### src/rtl/instr_fetch_if.sv
// Instruction-fetch bus bundle.
// Groups the instruction-memory request/response channel, the processor
// redirect strobe and the decode-side valid/ready channel.
//   master : the fetch unit's view (drives imem_req/addr and out_*)
//   slave  : the environment's view (memory, processor, decode)
interface instr_fetch_if;
  logic        imem_req;
  logic [15:0] imem_addr;
  logic        imem_rvalid;
  logic [15:0] imem_rdata;
  logic        redirect;
  logic [15:0] redirect_pc;
  logic        out_valid;
  logic [15:0] out_instr;
  logic [15:0] out_pc;
  logic        out_ready;

  modport master (
    output imem_req, imem_addr, out_valid, out_instr, out_pc,
    input  imem_rvalid, imem_rdata, redirect, redirect_pc, out_ready
  );

  modport slave (
    input  imem_req, imem_addr, out_valid, out_instr, out_pc,
    output imem_rvalid, imem_rdata, redirect, redirect_pc, out_ready
  );
endinterface

### src/rtl/instr_fetch.sv
// Instruction fetch stage.
// Issues one split-transaction request at a time to instruction memory,
// buffers up to two fetched {instr, pc} entries for decode, and handles
// PC redirects by flushing the buffer and discarding any in-flight response.
// Ports:
//   clk  - clock, all state updates on the rising edge
//   rst  - synchronous active-high reset
//   bus  - instr_fetch_if.master: imem_req/addr/rvalid/rdata, redirect/
//          redirect_pc, out_valid/out_instr/out_pc/out_ready
module instr_fetch #(
  parameter logic [15:0] RESET_PC = 16'h0000
) (
  input logic          clk,
  input logic          rst,
  instr_fetch_if.master bus
);

  localparam logic [15:0] ResetPcAligned = {RESET_PC[15:1], 1'b0};

  typedef enum logic [1:0] {StIdle, StWait, StDrop} state_e;

  state_e      state_q;
  logic [15:0] pc_q;
  logic [15:0] req_pc_q;
  logic [1:0]  count_q;
  // Entry 0 is always the head; a pop shifts entry 1 down.
  logic [15:0] e0_instr_q, e0_pc_q;
  logic [15:0] e1_instr_q, e1_pc_q;

  logic issue, push, pop;

  always_comb begin
    issue = (state_q == StIdle) && (count_q < 2'd2) && !bus.redirect && !rst;
    push  = (state_q == StWait) && bus.imem_rvalid && !bus.redirect;
    // Gated by rst so decode never sees a stale entry during reset.
    bus.out_valid = (count_q != 2'd0) && !rst;
    pop           = bus.out_valid && bus.out_ready;
    bus.imem_req  = issue;
    bus.imem_addr = pc_q;
    bus.out_instr = e0_instr_q;
    bus.out_pc    = e0_pc_q;
  end

  always_ff @(posedge clk) begin
    if (rst) begin
      state_q    <= StIdle;
      pc_q       <= ResetPcAligned;
      req_pc_q   <= '0;
      count_q    <= '0;
      e0_instr_q <= '0;
      e0_pc_q    <= '0;
      e1_instr_q <= '0;
      e1_pc_q    <= '0;
    end else begin
      unique case (state_q)
        StIdle: begin
          if (issue) begin
            state_q  <= StWait;
            pc_q     <= pc_q + 16'd2;
            req_pc_q <= pc_q;
          end
        end
        StWait: begin
          // Redirect without a response means the reply is still coming and
          // must be swallowed; with a response it is simply discarded here.
          if (bus.redirect && !bus.imem_rvalid) begin
            state_q <= StDrop;
          end else if (bus.imem_rvalid) begin
            state_q <= StIdle;
          end
        end
        StDrop: begin
          if (bus.imem_rvalid) begin
            state_q <= StIdle;
          end
        end
        default: state_q <= StIdle;
      endcase

      if (bus.redirect) begin
        pc_q    <= {bus.redirect_pc[15:1], 1'b0};
        count_q <= '0;
      end else begin
        case ({push, pop})
          2'b10: begin
            if (count_q == 2'd0) begin
              e0_instr_q <= bus.imem_rdata;
              e0_pc_q    <= req_pc_q;
            end else begin
              e1_instr_q <= bus.imem_rdata;
              e1_pc_q    <= req_pc_q;
            end
            count_q <= count_q + 2'd1;
          end
          2'b01: begin
            e0_instr_q <= e1_instr_q;
            e0_pc_q    <= e1_pc_q;
            count_q    <= count_q - 2'd1;
          end
          2'b11: begin
            if (count_q == 2'd1) begin
              e0_instr_q <= bus.imem_rdata;
              e0_pc_q    <= req_pc_q;
            end else begin
              e0_instr_q <= e1_instr_q;
              e0_pc_q    <= e1_pc_q;
              e1_instr_q <= bus.imem_rdata;
              e1_pc_q    <= req_pc_q;
            end
          end
          default: ;
        endcase
      end
    end
  end

endmodule

### src/flat_wrapper.sv
// flat-port wrapper written by rule: the top's interface ports become plain ports
module instr_fetch_flat 
#(
  parameter logic [15:0] RESET_PC = 16'h0000
)
  (clk, rst, bus_imem_req, bus_imem_addr, bus_out_valid, bus_out_instr, bus_out_pc, bus_imem_rvalid, bus_imem_rdata, bus_redirect, bus_redirect_pc, bus_out_ready);
  instr_fetch_if bus_i ();
  input logic clk;
  input logic rst;
  output wire logic [$bits(bus_i.imem_req)-1:0] bus_imem_req;
  output wire logic [$bits(bus_i.imem_addr)-1:0] bus_imem_addr;
  output wire logic [$bits(bus_i.out_valid)-1:0] bus_out_valid;
  output wire logic [$bits(bus_i.out_instr)-1:0] bus_out_instr;
  output wire logic [$bits(bus_i.out_pc)-1:0] bus_out_pc;
  input wire logic [$bits(bus_i.imem_rvalid)-1:0] bus_imem_rvalid;
  input wire logic [$bits(bus_i.imem_rdata)-1:0] bus_imem_rdata;
  input wire logic [$bits(bus_i.redirect)-1:0] bus_redirect;
  input wire logic [$bits(bus_i.redirect_pc)-1:0] bus_redirect_pc;
  input wire logic [$bits(bus_i.out_ready)-1:0] bus_out_ready;
  assign bus_imem_req = bus_i.imem_req;
  assign bus_imem_addr = bus_i.imem_addr;
  assign bus_out_valid = bus_i.out_valid;
  assign bus_out_instr = bus_i.out_instr;
  assign bus_out_pc = bus_i.out_pc;
  assign bus_i.imem_rvalid = bus_imem_rvalid;
  assign bus_i.imem_rdata = bus_imem_rdata;
  assign bus_i.redirect = bus_redirect;
  assign bus_i.redirect_pc = bus_redirect_pc;
  assign bus_i.out_ready = bus_out_ready;
  instr_fetch #(.RESET_PC(RESET_PC)) u_core (.clk(clk), .rst(rst), .bus(bus_i));
endmodule
### config.mk
export PLATFORM = sky130hd
export DESIGN_NAME = instr_fetch_flat
export DESIGN_NICKNAME = d
export VERILOG_FILES = /design/src/rtl/instr_fetch_if.sv /design/src/rtl/instr_fetch.sv /design/src/flat_wrapper.sv
export SDC_FILE = /design/constraint.sdc
export NUM_CORES = 1
export LEC_CHECK = 0
export CORE_MARGIN = 2
export CORE_UTILIZATION = 43
export DETAILED_ROUTE_END_ITERATION = 6
export PLACE_DENSITY = 0.73
export REMOVE_ABC_BUFFERS = 1
export SYNTH_ARGS = -nofsm -noshare
export SYNTH_HDL_FRONTEND = slang
export SYNTH_SLANG_ARGS = --single-unit
### constraint.sdc
create_clock -name clk -period 7.85 [get_ports clk]
set_input_delay 0.785 -clock clk [delete_from_list [all_inputs] [get_ports clk]]
set_output_delay 0.785 -clock clk [all_outputs]
set_load 0.05 [all_outputs]
==> metrics.csv <==
stage;metric;value;unit
run_status;run status;finished, final reports clean;
final_layout;growth of design area from synthesis to finish;24.96;%
hold_path;number of cells traversed by the worst hold path;2;
synthesis;post-synthesis sequential area ratio;47.87;%
setup_path;category of cells accounting for the largest share of critical-path delay;buffers and inverters;
placed_design;routability-driven placement congestion ratio;0.8074;
synthesis;Synth Area per Inst;8.211;sq um
clock_tree;H-tree Lvls;3;
synthesis;Async S/R FF share, synth;0;%
placed_design;Port-buffer cells;83;
synthesis;most common flop cell mapped by yosys;sky130_fd_sc_hd__dfxtp_1;
setup_path;CP bufs+invs;4;
route;total detailed-routing wirelength;9545;um
clock_tree;post-cts gate resize count;0;
setup_path;crit path kind;input port to primary output;
synthesis;Yosys warnings;0;
floorplan;effective utilization at floorplan;43.87;%
setup_path;crit path cell chain;buf_4 > buf_4 > or3_1 > inv_2 > clkdlybuf4s50_1;
final_layout;fraction of layout cells with a size suffix above 1;4.372;%
synthesis;register bit total from synthesis;96;
setup_path;start point of the critical path;rst;
setup_path;Critical Path Slowest Stage Cell;sky130_fd_sc_hd__clkdlybuf4s50_1;
synthesis;EDFF count, synth;0;
timing;RSZ-0062 raised after global routing;false;
route;routed len/inst;14.46;um
grt;number of global-route vias before repair;3404;
clock_tree;# Post-CTS Setup Buffers;0;
timing;highest clock rate;239.8;MHz
setup_path;Critical Path Most Common Cell;sky130_fd_sc_hd__buf_4;
power;maximum ir drop on the vdd rail;0.09900;mV
setup_path;Data arrival, critical path;3.39;ns
route;violation count after the first detailed-routing iteration;244;
timing;Final min period;4.171;ns
final_layout;number of inserted filler cells in the final layout;867;
timing;number of slew-limit violations in the final report;0;
timing;setup total negative slack;0;ns
setup_path;critical path capture point type;primary output;
route;via count normalized by instance count;5.494;
setup_path;Critical Path Stages;5;
timing;total count of hold-check failures in the final report;0;
clock_tree;clk sinks;96;
clock_tree;Post-CTS Hold Buffers;0;
power;total power consumption of the routed design;936.5;uW
timing;normalized max-slew margin;22.53;%
floorplan;height of the chip;100.6;um
floorplan;core area;0.009153;sq mm
setup_path;required time at the worst-slack endpoint;7.07;ns
timing;Finish-stage setup viols;0;
grt;maximum number of pins on one net before global-route repair;58;
route;number of detailed-routing iterations run before antenna repair;4;
timing;final clock period utilization by the worst path;53.13;%
grt;overflow left after global routing;0;
floorplan;floorplan row count;35;
clock_tree;clock edge transition at the registers on the reported setup and hold paths;0.08;ns
grt;global-route wire length before repair;15450;um
route;DR vias;3626;
hold_path;class of the most critical hold timing path;flop to flop;
power;areal power density over the cells;186.7;mW/mm^2
clock_tree;Root Buffer;sky130_fd_sc_hd__clkbuf_8;
final_layout;final core utilization;54.82;%
job;maxcap violations;0;
setup_path;kind of launch point of the worst setup path;input port;
clock_tree;number of buffers inserted during clock tree synthesis;9;
clock_tree;CTS tree;yes;
setup_path;CP Max Fanout;57;
synthesis;Post-Syn Area;0.004015;sq mm
placed_design;minimum setup slack after placement;3.696;ns
setup_path;Reg2Reg Setup Slack;4.55;ns
route;post-route ant nets;0;
timing;final worst-path setup slack;3.679;ns
grt;initial antenna violation count;0;
route;DRC violations left;0;
setup_path;critical register-to-register path endpoint;u_core.bus.out_pc[6]$_SDFFE_PP0P_;
setup_path;cell depth of the worst flop-to-flop path;9;
synthesis;Unique masters post-synth;48;
floorplan;die extent in x;100.6;um
floorplan;count of pins on the block boundary;87;
final_layout;Antenna Cells;0;
power;static leakage power;0.001699;uW
clock_tree;number of buffers on the longest clock path;2;
placed_design;placed wire-length estimate after detailed placement;6033;um
final_layout;final net count;592;
timing;measured slew at the worst slew-check pin;1.162;ns
timing;Max Clock Skew;0.01135;ns
grt;GRT Util Overall;18.86;%
setup_path;CP endpoint;bus_imem_req;
synthesis;gate count after technology mapping;489;
clock_tree;clock network latency to the later pin of the worst-skew pair;0.35;ns
setup_path;delay of the slowest critical-path stage;0.77;ns
floorplan;Die Footprint;0.01013;sq mm
setup_path;Reg-to-Reg Start;u_core.count_q[1]$_SDFFE_PP0P_;
[cell usage in the layout, fill, tap and decap left out, drive strengths merged, types with 2 or more instances in the layout]
cell type      instances
dfxtp                 96
clkdlybuf4s50         82
nand3                  5
or3                    4
inv                   10
buf                    5
a211oi                 8
nand4                  4
clkinv                 2
nand2                102
a221oi                31
clkbuf                10
o21ai                  2
a311oi                 3
and4                   3
nor2                  47
nor3                  41
xor2                   4
nor4                   3
a21oi                 49
conb                   2
nor3b                  2
ha                     7
o211ai                 2
nor2b                  2
xnor2                  6
a2111oi                3
[power breakdown]
| group | total (uW) | internal, uW | switching (uW) | leakage (uW) |
|---|---|---|---|---|
| clock network | 288 | 140 | 148 | 0.0000839 |
| registers | 516 | 501 | 15.4 | 0.000780 |
| logic | 132 | 50.1 | 81.6 | 0.000835 |
| total | 937 | 691 | 245 | 0.00170 |
[worst min path at each step]
stage | to | startpoint | slack [ns]
5_1_grt | u_core.e1_instr_q[6]$_SDFFE_PP0P_ | u_core.e1_instr_q[6]$_SDFFE_PP0P_ | 0.48
3_5_place_dp | u_core.e1_instr_q[10]$_SDFFE_PP0P_ | u_core.e1_instr_q[10]$_SDFFE_PP0P_ | 0.45
4_1_cts | u_core.e1_instr_q[14]$_SDFFE_PP0P_ | u_core.e1_instr_q[14]$_SDFFE_PP0P_ | 0.46
3_3_place_gp | u_core.e1_instr_q[1]$_SDFFE_PP0P_ | u_core.e1_instr_q[1]$_SDFFE_PP0P_ | 0.44
2_1_floorplan | u_core.e1_instr_q[0]$_SDFFE_PP0P_ | u_core.e1_instr_q[0]$_SDFFE_PP0P_ | 0.43
6_report | u_core.e1_instr_q[14]$_SDFFE_PP0P_ | u_core.e1_instr_q[14]$_SDFFE_PP0P_ | 0.46
[cells by family (layout without fill, tap and decap cells)]
logic type	Yosys count	count (layout)	synth area share [%]
flip-flops	96	96	47.87
multiplexers	1	1	0.2493
AND/OR/NAND/NOR	218	218	24.31
buffers and inverters	51	110	5.172
AO/OA/AOI/OAI	105	105	17.95
adder cells (fa/ha/maj)	7	7	2.181
other	1	2	0.09340
XOR/XNOR	10	10	2.181
[synthesized netlist by cell type, types with 2 or more instances]
cell type / count / area [sq um]
sky130_fd_sc_hd__nand2_1: 102 / 382.9
sky130_fd_sc_hd__dfxtp_1: 96 / 1922
sky130_fd_sc_hd__a21oi_1: 49 / 245.2
sky130_fd_sc_hd__nor2_1: 47 / 176.4
sky130_fd_sc_hd__nor3_1: 40 / 200.2
sky130_fd_sc_hd__clkbuf_1: 33 / 123.9
sky130_fd_sc_hd__a221oi_1: 31 / 271.5
sky130_fd_sc_hd__inv_1: 9 / 33.78
sky130_fd_sc_hd__a211oi_1: 8 / 60.06
sky130_fd_sc_hd__ha_1: 7 / 87.58
sky130_fd_sc_hd__xnor2_1: 6 / 52.55
sky130_fd_sc_hd__nand3_1: 5 / 25.02
sky130_fd_sc_hd__nand4_1: 4 / 25.02
sky130_fd_sc_hd__xor2_1: 4 / 35.03
sky130_fd_sc_hd__a311oi_1: 3 / 26.28
sky130_fd_sc_hd__and4_1: 3 / 26.28
sky130_fd_sc_hd__buf_1: 3 / 11.26
sky130_fd_sc_hd__nor4_1: 3 / 18.77
sky130_fd_sc_hd__or3_1: 3 / 18.77
sky130_fd_sc_hd__buf_4: 2 / 15.01
sky130_fd_sc_hd__nor2b_1: 2 / 12.51
sky130_fd_sc_hd__o211ai_1: 2 / 15.01
sky130_fd_sc_hd__o21ai_0: 2 / 10.01
[per-stage QoR]
step,instances,cell area (sq um),hold WS [ns]
finish,660,5017,0.4580
global route,660,5017,0.4812
CTS,660,5017,0.4610
detailed placement,648,4855,0.4492
global placement,648,4855,0.4411
floorplan,450,3852,0.4304
[metal layers]
metal	GRT usage, %	vias to the layer above	wire, um
met4	5.901	0	100
met3	4.508	10	455
met1	24.22	1698	4450
met2	31.33	91	4538
li1	-	1827	-
met5	0	-	0
[layout make-up]
cell class / count / area (sq um) / share of cell area, %
repair buffers: 87 / 858.3 / 17.11
multi-input cells: 343 / 1894 / 37.76
well taps: 111 / 138.9 / 2.768
flip-flops and latches: 96 / 1922 / 38.30
clock inverters: 2 / 35.03 / 0.6983
clock buffers: 10 / 127.6 / 2.544
inverters: 11 / 41.29 / 0.8229
[tightest hold or removal path: stages, from the launching register on]
cell and delay [ns]:
sky130_fd_sc_hd__dfxtp_1 0.31, sky130_fd_sc_hd__nand2_1 0.05, sky130_fd_sc_hd__a21oi_1 0.05
[sequential cells by signal, indices dropped and copies added, names as in the netlist]
register / count
u_core.bus.out_instr: 16
u_core.e1_instr_q: 16
u_core.bus.imem_addr: 15
u_core.bus.out_pc: 15
u_core.e1_pc_q: 15
u_core.req_pc_q: 15
u_core.count_q: 2
u_core.state_q: 2
Note: power is estimated with default switching activity, not from simulation.
